==> src/rtl/riskow_pkg.sv <==
`default_nettype none
// ---- riskow_pkg : shared fetch-stage types and constants ------------------
// ---- rev 1.0 ----------------------------------------------------------------
package riskow_pkg;

  localparam int INSTR_BYTES = 4;

  typedef enum logic [1:0] {
    FETCH_IDLE  = 2'd0,
    FETCH_REQ   = 2'd1,
    FETCH_FLUSH = 2'd2
  } fetch_state_e;

  // Entry layout at the default 32-bit core widths; the FIFO stores it as a flat vector.
  typedef struct packed {
    logic [31:0] pc;
    logic [31:0] instr;
  } fetch_entry_t;

endpackage
`default_nettype wire

==> src/rtl/fetch_fifo.sv <==
`default_nettype none
// ---- fetch_fifo : show-ahead FIFO with synchronous flush ------------------
// ---- rev 1.0 ----------------------------------------------------------------
module fetch_fifo #(
  parameter int WIDTH = 64,
  parameter int DEPTH = 4,
  localparam int AW = $clog2(DEPTH),
  localparam int CW = AW + 1
) (
  input  logic             clk,
  input  logic             rst_n,
  input  logic             i_flush,
  input  logic             i_push,
  input  logic [WIDTH-1:0] i_data,
  input  logic             i_pop,
  output logic [WIDTH-1:0] o_data,
  output logic [CW-1:0]    o_count,
  output logic             o_full,
  output logic             o_empty
);

  localparam logic [CW-1:0] c_depth = CW'(DEPTH);

  logic [WIDTH-1:0] r_mem [DEPTH];
  logic [AW-1:0]    r_wr;
  logic [AW-1:0]    r_rd;
  logic [CW-1:0]    r_count;
  logic             w_pop;
  logic             w_push;

  assign o_empty = (r_count == '0);
  assign o_full  = (r_count == c_depth);
  assign o_count = r_count;
  assign o_data  = r_mem[r_rd];

  // A pop frees the slot in the same edge, so a push at full is legal alongside it.
  assign w_pop  = i_pop && !o_empty;
  assign w_push = i_push && (!o_full || w_pop);

  always_ff @(posedge clk or negedge rst_n) begin
    if (!rst_n) begin
      r_wr    <= '0;
      r_rd    <= '0;
      r_count <= '0;
      for (int i = 0; i < DEPTH; i++) begin
        r_mem[i] <= '0;
      end
    end else if (i_flush) begin
      r_wr    <= '0;
      r_rd    <= '0;
      r_count <= '0;
    end else begin
      if (w_push) begin
        r_mem[r_wr] <= i_data;
        r_wr        <= r_wr + AW'(1);
      end
      if (w_pop) begin
        r_rd <= r_rd + AW'(1);
      end
      case ({w_push, w_pop})
        2'b10:   r_count <= r_count + CW'(1);
        2'b01:   r_count <= r_count - CW'(1);
        default: r_count <= r_count;
      endcase
    end
  end

endmodule
`default_nettype wire

==> src/rtl/fetch_unit.sv <==
`default_nettype none
// ---- fetch_unit : PC, bus request/ack handshake and prefetch queue --------
// ---- rev 1.0 ----------------------------------------------------------------
module fetch_unit
  import riskow_pkg::*;
#(
  parameter int                    XLEN         = 32,
  parameter int                    ADDR_WIDTH   = 32,
  parameter int                    DEPTH        = 4,
  parameter logic [ADDR_WIDTH-1:0] RESET_VECTOR = '0
) (
  input  logic                  clk,
  input  logic                  reset,
  output logic                  busRequest,
  output logic [ADDR_WIDTH-1:0] busAddress,
  input  logic                  busAck,
  input  logic [XLEN-1:0]       busDataIn,
  output logic                  insValid,
  output logic [XLEN-1:0]       insData,
  output logic [ADDR_WIDTH-1:0] insPc,
  input  logic                  insTake,
  input  logic                  redirectValid,
  input  logic [ADDR_WIDTH-1:0] redirectPc
);

  localparam int              CW         = $clog2(DEPTH) + 1;
  localparam logic [CW-1:0]   c_lastSlot = CW'(DEPTH - 1);

  fetch_state_e              r_state;
  logic [ADDR_WIDTH-1:0]     r_fetchPc;
  logic                      r_busReq;
  logic [ADDR_WIDTH-1:0]     r_busAddr;

  logic [ADDR_WIDTH-1:0]     w_redirPc;
  logic [ADDR_WIDTH-1:0]     w_pcNext;
  logic                      w_pop;
  logic                      w_push;
  logic                      w_stayFetch;
  logic [CW-1:0]             w_count;
  logic                      w_full;
  logic                      w_empty;
  logic [ADDR_WIDTH+XLEN-1:0] w_head;
  logic                      w_unused;

  assign w_redirPc = {redirectPc[ADDR_WIDTH-1:2], 2'b00};
  assign w_unused  = ^redirectPc[1:0];
  assign w_pcNext  = r_fetchPc + ADDR_WIDTH'(INSTR_BYTES);

  assign w_pop  = insTake && !w_empty && !redirectValid;
  assign w_push = (r_state == FETCH_REQ) && busAck && !redirectValid;
  // After this push the queue still has a free slot, so the next request is safe.
  assign w_stayFetch = w_pop || (w_count < c_lastSlot);

  fetch_fifo #(
    .WIDTH (ADDR_WIDTH + XLEN),
    .DEPTH (DEPTH)
  ) u_fifo (
    .clk     (clk),
    .rst_n   (reset),
    .i_flush (redirectValid),
    .i_push  (w_push),
    .i_data  ({r_fetchPc, busDataIn}),
    .i_pop   (w_pop),
    .o_data  (w_head),
    .o_count (w_count),
    .o_full  (w_full),
    .o_empty (w_empty)
  );

  assign insValid   = !w_empty;
  assign insPc      = w_head[ADDR_WIDTH+XLEN-1:XLEN];
  assign insData    = w_head[XLEN-1:0];
  assign busRequest = r_busReq;
  assign busAddress = r_busAddr;

  always_ff @(posedge clk or negedge reset) begin
    if (!reset) begin
      r_state   <= FETCH_IDLE;
      r_fetchPc <= RESET_VECTOR;
      r_busReq  <= 1'b0;
      r_busAddr <= RESET_VECTOR;
    end else if (redirectValid) begin
      r_fetchPc <= w_redirPc;
      if (r_state == FETCH_IDLE || busAck) begin
        r_state   <= FETCH_REQ;
        r_busReq  <= 1'b1;
        r_busAddr <= w_redirPc;
      end else begin
        // Unacked request must stay on the bus; its data is dropped later.
        r_state <= FETCH_FLUSH;
      end
    end else begin
      case (r_state)
        FETCH_IDLE: begin
          if (!w_full) begin
            r_state   <= FETCH_REQ;
            r_busReq  <= 1'b1;
            r_busAddr <= r_fetchPc;
          end
        end
        FETCH_REQ: begin
          if (busAck) begin
            r_fetchPc <= w_pcNext;
            r_busAddr <= w_pcNext;
            if (!w_stayFetch) begin
              r_state  <= FETCH_IDLE;
              r_busReq <= 1'b0;
            end
          end
        end
        FETCH_FLUSH: begin
          if (busAck) begin
            r_state   <= FETCH_REQ;
            r_busAddr <= r_fetchPc;
          end
        end
        default: begin
          r_state  <= FETCH_IDLE;
          r_busReq <= 1'b0;
        end
      endcase
    end
  end

endmodule
`default_nettype wire

==> config.mk <==
export PLATFORM = sky130hd
export DESIGN_NAME = fetch_unit
export DESIGN_NICKNAME = d
export VERILOG_FILES = /design/src/rtl/riskow_pkg.sv /design/src/rtl/fetch_fifo.sv /design/src/rtl/fetch_unit.sv
export SDC_FILE = /design/constraint.sdc
export NUM_CORES = 1
export LEC_CHECK = 0
export ABC_AREA = 0
export BUFFER_PORTS_ARGS = -buffer_cell sky130_fd_sc_hd__buf_2
export CAP_MARGIN = 10
export CORE_MARGIN = 3
export CORE_UTILIZATION = 55
export DETAILED_ROUTE_END_ITERATION = 10
export GPL_TIMING_DRIVEN = 0
export PLACE_DENSITY = 0.71
export SETUP_SLACK_MARGIN = 0.02
export SLEW_MARGIN = 20
export SYNTH_ARGS = -nofsm -noshare
export SYNTH_HDL_FRONTEND = slang
export SYNTH_SLANG_ARGS = --single-unit
export TNS_END_PERCENT = 50
==> constraint.sdc <==
create_clock -name clk -period 6.4 [get_ports clk]
set_input_delay 0.32 -clock clk [delete_from_list [all_inputs] [get_ports clk]]
set_output_delay 0.32 -clock clk [all_outputs]
set_load 0.02 [all_outputs]
==> impl_metrics.json, run 1 <==
{
  "status": "finished clean",
  "seqPwrFrac": 0.379,
  "clk_pin_slew_worst_paths_ns": 0.06,
  "layout_common_cells": "319 x dfrtp_1, 187 x buf_2, 164 x mux2_4, 76 x mux2_1, 62 x mux4_2",
  "synth_edf_count": 0,
  "post_cts_resized": 0,
  "grt_start_max_net_pins": 100,
  "seq_area_um2": 7980,
  "setup_viol": 0,
  "via_count": 9827,
  "critPathBufInv": 3,
  "post_cts_buffers": 0,
  "worstPathCellList": "clkbuf_1 -> buf_2 -> mux4_2 -> buf_2",
  "synth-adder-area-share": 0.00516,
  "cellInternalPower_mw": 5.42,
  "path_class": "reg2out",
  "wire_per_inst_um": 21.4,
  "p_leak_nw": 8.87,
  "cts_tree": "done",
  "tightest_slew_ns": 1.03,
  "final_cell_area_um2": 18500,
  "antenna_found_initial": 1,
  "num-nets-final": 1385,
  "cp.required_ns": 6.08,
  "yosys_warnings": 0,
  "core_um2": 28200,
  "layout_setup_ws_ns": 3.43,
  "cp-start-kind": "register",
  "cts.sinks": 319,
  "finalCritPeriodShare": 0.464,
  "die_area_um2": 31200,
  "arrival_ns": 2.65,
  "place_ws_ns": 3.86,
  "fillers": 2077,
  "finalCriticalPeriod_ns": 2.97,
  "ant_nets": 0,
  "synth_compound_area_frac": 0.0342,
  "die_x_um": 177,
  "syn_avg_cell_area_um2": 14.4,
  "rsz0062_at_grt": "false",
  "synth_xor_area_frac": 0.0306,
  "portBuffers": 160,
  "cts_root_buf": "clkbuf_16",
  "place_area_um2": 17400,
  "viasPerCell": 5.75,
  "grt_pass1_vias": 10500,
  "crit_family": "buffers and inverters",
  "rows": 61,
  "end_kind": "output pin",
  "htreeDepth": 2,
  "crit_fanout": 10,
  "cts_max_path_buffers": 3,
  "fin_skew_ns": 0.0152,
  "place_congestion": 0.839,
  "synth-main-ff-cell": "dfrtp_1",
  "pwr-share-comb": 0.378,
  "syn_inst": 1108,
  "place_hpwl_um": 24700,
  "insertion_delay_ns": 0.51,
  "synth.largest_area_cell": "dfrtp_1",
  "routed_wl_um": 36600,
  "cts_buffers": 35,
  "cp_slowest_cell": "mux4_2",
  "final_cells": 1710,
  "synth-async-reset-ratio": 1.00,
  "grt.overflow.total": 0,
  "drt_iter0_drc": 681,
  "start_util": 0.567,
  "hold_viol": 0,
  "netSwitchingFraction": 0.331,
  "ys_seq_area_frac": 0.499,
  "die_h_um": 177,
  "multi_input_comb_area_um2": 7340,
  "synth_mux_area_frac": 0.313,
  "ios": 167,
  "power_density_nw_per_um2": 438,
  "hold-worst-slack_ns": 0.0603,
  "p_switching_mw": 2.69,
  "maxSlewHeadroom": 0.307,
  "dp.cells": 1650,
  "power_mw": 8.11,
  "finalMaxSlewViolations": 0,
  "final_common_cell": "dfrtp_1",
  "syn_area_um2": 16000,
  "cpMostUsedCell": "buf_2",
  "grt_pass1_wl_um": 58900,
  "grt_usage": 0.239,
  "power_frac_clock": 0.243,
  "synth_top_family_by_area": "multiplexers",
  "synth_cell_type_count": 63,
  "synth_top_area_share": 0.499,
  "critPathMaxStageDelay_ns": 0.58,
  "drc": 0,
  "drtPass1Iterations": 5,
  "timing.fmax_ghz": 0.337,
  "area_delta_synth_final_pct": 15.6,
  "ir_worst_vdd_mv": 0.230,
  "synth-simple-area-share": 0.0754,
  "antenna_cells": 0,
  "holdCritPathClass": "in2reg",
  "final_layout_size_suffix_gt1_frac": 0.418,
  "synth.area.top_cells": "dfrtp_1 50%, mux2_4 15%, mux4_2 8.7%, mux2_1 5.3%, buf_6 1.9%",
  "synth-seq-cells": 319,
  "maxCapViolCount": 0
}
==> logic make-up (layout without fill, tap and decap cells) <==
group / count (synthesis) / after routing
multiplexers: 329 / 329
flip-flops: 319 / 319
AND/OR/NAND/NOR: 199 / 199
buffers and inverters: 106 / 329
AO/OA/AOI/OAI: 92 / 92
XOR/XNOR: 56 / 56
adder cells (fa/ha/maj): 6 / 6
other: 1 / 2
==> path summary, 6_finish.rpt <==
check,slack (ns),depth (start not counted),to,from
setup / recovery,3.43,4,insPc[17],u_fifo.r_rd[0]
hold / removal,0.06,3,r_fetchPc[24],redirectPc[24]
setup reg to reg,4.07,7,busAddress[17],r_fetchPc[3]
hold reg to reg,0.48,2,busAddress[12],busAddress[12]
max in group asynchronous,4.85,4,u_fifo.r_mem[113],reset
min in group asynchronous,0.33,2,u_fifo.r_mem[200],reset
==> state kept, by name, summed over array words and instances, names as in the netlist <==
register and count:
busAddress 31, r_fetchPc 30, r_state 2, u_fifo.r_mem 248
busRequest 1, u_fifo.r_wr 2, u_fifo.r_rd 2, u_fifo.o_count 3
==> worst min-delay path: cells and delay by family <==
family,cells,cell delay [ns]
compound gates,1,0.06
simple gates,1,0.06
buf+inv,1,0.08
==> cell usage after synthesis, types with 5 or more instances <==
master      n
a21oi_1    33
a31oi_1     7
buf_1       8
buf_2      28
buf_4      15
buf_6      27
clkbuf_1   20
dfrtp_1   319
ha_1        5
inv_1       7
mux2_1     76
mux2_2     16
mux2_4    164
mux2i_1    11
mux4_2     62
nand2_1    47
nand3_1    24
nand4_1    15
nor2_1     34
nor3_1     15
nor3_2      5
nor4_1      5
o21ai_0    20
o21ai_1     7
o31ai_1     9
or3_1       6
xnor2_1    26
xor2_1     30
==> layer usage <==
layer	share of wire	vias to the layer above	track usage
met5	0.00055	-	0
met2	0.48	247	0.383
met1	0.44	5121	0.345
li1	-	4408	-
met4	0.021	2	0.0622
met3	0.051	49	0.0414
==> power groups by stage <==
stage	clock network [mW]	logic [mW]	registers [mW]
after global routing	2.10	3.28	3.16
after CTS	2.02	3.10	3.07
after detailed placement	0	3.08	3.09
final	1.97	3.06	3.07
after global placement	0	3.02	3.06
after floorplan	0	2.22	3.04
==> final cells by class <==
type | instances | area share
clock buffers | 54 | 0.0578
plain buffers | 98 | 0.0358
inverters | 8 | 0.00162
clock inverters | 5 | 0.00270
repair buffers | 164 | 0.0488
well taps | 378 | 0.0256
multi-input cells | 684 | 0.397
flip-flops and latches | 319 | 0.431
==> per-stage QoR <==
stage | setup TNS, ns | utilization
after CTS | 0 | 0.655
after global routing | 0 | 0.655
after global placement | -343.34 | 0.612
after detailed placement | 0 | 0.615
final | 0 | 0.655
after floorplan | 0 | -
==> what timing repair did <==
| action | 4_1_cts | 5_1_grt |
|---|---|---|
| hold endpoints to repair | 54 | 0 |
| hold buffers | 1 | 0 |
| endpoints found under the setup margin | 0 | 0 |
(Power assumes the default switching activity.)
==> run 2, diff against run 1 <==
--- a/config.mk
+++ b/config.mk
@@ -9,10 +9,10 @@
 export BUFFER_PORTS_ARGS = -buffer_cell sky130_fd_sc_hd__buf_2
 export CAP_MARGIN = 10
 export CORE_MARGIN = 3
-export CORE_UTILIZATION = 55
+export CORE_UTILIZATION = 54
 export DETAILED_ROUTE_END_ITERATION = 10
 export GPL_TIMING_DRIVEN = 0
-export PLACE_DENSITY = 0.71
+export PLACE_DENSITY = 0.73
 export SETUP_SLACK_MARGIN = 0.02
 export SLEW_MARGIN = 20
 export SYNTH_ARGS = -nofsm -noshare
==> constraint.sdc (replaced) <==
create_clock -name clk -period 2.41 [get_ports clk]
set_input_delay 0.1205 -clock clk [delete_from_list [all_inputs] [get_ports clk]]
set_output_delay 0.1205 -clock clk [all_outputs]
set_load 0.02 [all_outputs]
==> run 2 against run 1 <==
  * Utilization up 0.98 points
  * Worst hold slack got worse by 0.036 ns
  * Highest routed layer is now met4
  * Routed wire length up 3.2%
==> impl_metrics.json, run 2 (same netlist as run 1, synthesis figures left out) <==
{
  "hold-path-endpoint": "r_fetchPc[20]",
  "holdCritPathClass": "in2reg",
  "drt_iter0_drc": 610,
  "grt_usage": 0.242,
  "ir_worst_vdd_mv": 0.723,
  "rows": 62,
  "num-nets-final": 1446,
  "layout_common_cells": "318 x dfrtp_1, 188 x buf_2, 164 x mux2_4, 76 x mux2_1, 62 x mux4_2",
  "status": "finished clean",
  "end_kind": "output pin",
  "rr_worst_depth": 5,
  "maxSlewHeadroom": 0.525,
  "timing.fmax_ghz": 0.425,
  "insertion_delay_ns": 0.51,
  "cts_buffers": 36,
  "drtPass1Iterations": 5,
  "start_util": 0.553,
  "place_congestion": 0.822,
  "antenna_found_initial": 0,
  "top_register": "u_fifo.r_mem",
  "fin_skew_ns": 0.00991,
  "setup_viol": 0,
  "ios": 167,
  "path_class": "reg2out",
  "grt_pass1_vias": 10800,
  "htreeDepth": 2,
  "area_delta_synth_final_pct": 20.2,
  "die_x_um": 178,
  "finalMaxSlewViolations": 0,
  "cts_max_path_buffers": 3,
  "ant_nets": 0,
  "whs_path_depth": 3,
  "tightest_slew_ns": 0.713,
  "arrival_ns": 2.23,
  "wire_per_inst_um": 21.3,
  "drc": 0,
  "die_area_um2": 31800,
  "antenna_cells": 0,
  "rsz0062_at_grt": "true",
  "cp-start-kind": "register",
  "viasPerCell": 5.75,
  "layout_setup_ws_ns": 0.0571,
  "maxCapViolCount": 0,
  "p_leak_nw": 9.19,
  "power_density_nw_per_um2": 1140,
  "finalCriticalPeriod_ns": 2.35,
  "largest_register_ffs": 248,
  "place_hpwl_um": 24900,
  "die_h_um": 178,
  "crit_fanout": 10,
  "grt.overflow.total": 0,
  "via_count": 10200,
  "final_cell_area_um2": 19200,
  "hold_viol": 0,
  "final_layout_size_suffix_gt1_frac": 0.412,
  "routed_wl_um": 37800,
  "grt_pass1_wl_um": 60300,
  "final_common_cell": "dfrtp_1",
  "place_area_um2": 17400,
  "place_ws_ns": 0.0783,
  "cts_root_buf": "clkbuf_16",
  "core_um2": 28900,
  "worstHoldStart": "redirectPc[20]",
  "cp.required_ns": 2.29,
  "clk_pin_slew_worst_paths_ns": 0.06,
  "cts.sinks": 319,
  "finalCritPeriodShare": 0.976,
  "grt_start_max_net_pins": 86,
  "reg2reg_from": "u_fifo.o_count[0]",
  "rr_endpoint": "busAddress[24]",
  "r2r_setup_slack_ns": 0.17,
  "cts_tree": "done",
  "portBuffers": 160
}
-- run 2: worst max path at each step --
stage	startpoint	endpoint	depth (start not counted)
2_1_floorplan	u_fifo.o_count[0]	u_fifo.o_count[2]	7
3_3_place_gp	reset	u_fifo.r_mem[112]	1
3_5_place_dp	u_fifo.r_rd[0]	insPc[22]	4
4_1_cts	u_fifo.r_rd[0]	insPc[27]	3
5_1_grt	u_fifo.r_rd[0]	insData[24]	3
6_report	u_fifo.r_rd[0]	insPc[27]	3
-- run 2: layer usage --
| metal | global-route usage | wire, um | vias up |
|---|---|---|---|
| li1 | - | - | 4541 |
| met1 | 0.351 | 16800 | 5248 |
| met2 | 0.382 | 17800 | 354 |
| met3 | 0.0360 | 2160 | 75 |
| met4 | 0.0711 | 1080 | 0 |
| met5 | 0 | 0 | - |
-- run 2: final cells by class --
cell class	count	area, um^2
inverter	8	30.0
clock inverter	12	165
timing repair buffer	227	1550
clock buffer	49	1020
tap	384	480
fill	2047	9690
multi-input combinational	684	7360
buffer	95	663
sequential	319	7980
-- run 2: per-stage QoR --
| stage | power, mW | TNS, ns | utilization | cells | hold WS [ns] |
|---|---|---|---|---|---|
| 5_1_grt | 23.1 | -1.37 | 0.665 | 1778 | 0.0279 |
| 6_report | 22.0 | 0 | 0.665 | 1778 | 0.0247 |
| 2_1_floorplan | 14.0 | 0 | - | 1109 | -0.175 |
| 4_1_cts | 22.1 | 0 | 0.664 | 1777 | 0.00883 |
| 3_3_place_gp | 16.1 | -1539.07 | 0.598 | 1653 | 0.377 |
| 3_5_place_dp | 16.4 | 0 | 0.602 | 1657 | 0.00714 |
-- run 2: worst max-delay path, stage by stage, from the launching register on --
cell	delay (ns)
dfrtp_2	0.55
buf_2	0.41
mux4_2	0.59
buf_2	0.18
-- run 2: what timing repair did --
item | 4_1_cts | 5_1_grt
endpoints found under the setup margin | 59 | 52
resized for setup | 11 | 5
hold buffers | 61 | 0
hold endpoints to repair | 352 | 0
pin swaps | 0 | 1
buffers inserted | 0 | 2
-- run 2: power breakdown --
part	leakage (nW)	internal, mW	switching, mW
Combinational	4.54	4.20	4.02
Clock	0.580	3.39	2.17
Sequential	4.07	7.14	1.08
Total	9.19	14.7	7.27
==> run 3, diff against run 2 <==
--- a/config.mk
+++ b/config.mk
@@ -9,10 +9,10 @@
 export BUFFER_PORTS_ARGS = -buffer_cell sky130_fd_sc_hd__buf_2
 export CAP_MARGIN = 10
 export CORE_MARGIN = 3
-export CORE_UTILIZATION = 54
+export CORE_UTILIZATION = 55
 export DETAILED_ROUTE_END_ITERATION = 10
 export GPL_TIMING_DRIVEN = 0
-export PLACE_DENSITY = 0.73
+export PLACE_DENSITY = 0.71
 export SETUP_SLACK_MARGIN = 0.02
 export SLEW_MARGIN = 20
 export SYNTH_ARGS = -nofsm -noshare
==> constraint.sdc (replaced) <==
create_clock -name clk -period 2.75 [get_ports clk]
set_input_delay 0.1375 -clock clk [delete_from_list [all_inputs] [get_ports clk]]
set_output_delay 0.1375 -clock clk [all_outputs]
set_load 0.02 [all_outputs]
==> run 3 against run 2 <==
  * Global-route usage rose by 0.097 points
  * Largest power group unchanged
  * First-iteration DRC count increased by 17%
  * Power is 14% lower
  * Non-clock buffer count is 1 lower
  * Clock skew grew 0.0042 ns
  * Cell area down 0.69%
  * Cell count down 0.51%
  * Combinational power fell by 13%
==> impl_metrics.json, run 3 (same netlist as run 1, synthesis figures left out) <==
{
  "r2r_setup_slack_ns": 0.41,
  "end_kind": "output pin",
  "grt_start_max_net_pins": 100,
  "antenna_cells": 0,
  "core_um2": 28200,
  "layout_common_cells": "319 x dfrtp_1, 187 x buf_2, 164 x mux2_4, 76 x mux2_1, 62 x mux4_2",
  "place_ws_ns": 0.391,
  "drtPass1Iterations": 5,
  "num-nets-final": 1444,
  "cp_slowest_cell": "buf_1",
  "layout_setup_ws_ns": 0.132,
  "htreeDepth": 2,
  "cts_root_buf": "clkbuf_16",
  "via_count": 10100,
  "rr_worst_depth": 7,
  "finalCriticalPeriod_ns": 2.62,
  "fin_skew_ns": 0.0141,
  "die_x_um": 177,
  "wire_per_inst_um": 21.0,
  "reg2reg_from": "r_fetchPc[3]",
  "viasPerCell": 5.73,
  "power_density_nw_per_um2": 991,
  "status": "finished clean",
  "place_area_um2": 17400,
  "hold-worst-slack_ns": 0.0309,
  "antenna_found_initial": 0,
  "ios": 167,
  "seq_area_um2": 7980,
  "area_delta_synth_final_pct": 19.4,
  "place_hpwl_um": 24700,
  "crit_fanout": 10,
  "tightest_slew_ns": 1.03,
  "grt_pass1_wl_um": 59900,
  "rsz0062_at_grt": "true",
  "hold_viol": 0,
  "crit_start": "u_fifo.r_rd[1]",
  "holdCritPathClass": "in2reg",
  "cts_buffers": 35,
  "grt_pass1_vias": 10700,
  "die_area_um2": 31200,
  "power_mw": 18.9,
  "whs_path_depth": 4,
  "grt_usage": 0.243,
  "post_cts_buffers": 0,
  "path_class": "reg2out",
  "crit_family": "buffers and inverters",
  "critPathBufInv": 3,
  "clk_pin_slew_worst_paths_ns": 0.06,
  "fillers": 2002,
  "p_leak_nw": 9.13,
  "top_register": "u_fifo.r_mem",
  "final_cell_area_um2": 19100,
  "cts_tree": "done",
  "rows": 61,
  "maxCapViolCount": 0,
  "largest_register_ffs": 248,
  "cts_max_path_buffers": 3,
  "finalMaxSlewViolations": 0,
  "setup_tns_ns": 0,
  "setup_viol": 0,
  "final_cells": 1769,
  "cp-start-kind": "register",
  "critPathMaxStageDelay_ns": 0.57,
  "drc": 0,
  "final_layout_size_suffix_gt1_frac": 0.403,
  "worst-path-stages": 4,
  "worstPathCellList": "clkbuf_1 -> buf_1 -> mux4_2 -> buf_2",
  "drt_iter0_drc": 714,
  "final_core_util": 0.677,
  "rr_endpoint": "busAddress[17]",
  "final_common_cell": "dfrtp_1",
  "multi_input_comb_area_um2": 7340,
  "dp.cells": 1650,
  "routed_wl_um": 37200,
  "cts.sinks": 319,
  "ant_nets": 0,
  "cp.required_ns": 2.61,
  "insertion_delay_ns": 0.51,
  "arrival_ns": 2.48,
  "maxSlewHeadroom": 0.306,
  "start_util": 0.567,
  "critPathCapture": "insData[25]",
  "timing.fmax_ghz": 0.382,
  "portBuffers": 160,
  "finalCritPeriodShare": 0.952,
  "grt.overflow.total": 0,
  "ir_worst_vdd_mv": 0.546,
  "die_h_um": 177,
  "place_congestion": 0.839
}
run 3: worst min-delay path by stage:
stage                         from           endpoint  slack (ns)
floorplan                    reset     busAddress[10]       -0.16
global placement    redirectPc[24]      r_fetchPc[24]        0.39
detailed placement           reset  u_fifo.r_mem[200]        0.09
CTS                        insTake     u_fifo.r_rd[1]        0.02
global route        redirectPc[18]      r_fetchPc[18]        0.08
finish                     insTake     u_fifo.r_rd[1]        0.03
run 3: final cells by class:
cell class,instances,share of cell area
timing repair buffer,224,0.0787
multi-input combinational,684,0.384
clock buffer,54,0.0560
sequential,319,0.418
tap,378,0.0247
clock inverter,5,0.00262
buffer,97,0.0349
inverter,8,0.00157
run 3: report_power, final:
group / switching [mW] / internal (mW) / total, mW / leakage [nW]
registers: 0.929 / 6.26 / 7.19 / 4.07
logic: 3.51 / 3.66 / 7.17 / 4.50
clock network: 1.83 / 2.76 / 4.59 / 0.554
total: 6.27 / 12.7 / 18.9 / 9.13
run 3: worst min-delay path: stages:
cell,delay (ns)
buf_2,0.13
nand3_1,0.10
xor2_1,0.06
nor2_1,0.07
run 3: what timing repair did:
item / 4_1_cts / 5_1_grt
hold buffers: 61 / 0
resized for setup: 2 / 3
endpoints found under the hold margin: 248 / 0
setup endpoints to repair: 58 / 24
pin swaps: 0 / 0
run 3: per-layer routing:
metal,track usage,part of all wire
met5,0,0
met4,0.0678,0.023
met3,0.0380,0.050
met2,0.388,0.48
met1,0.350,0.44
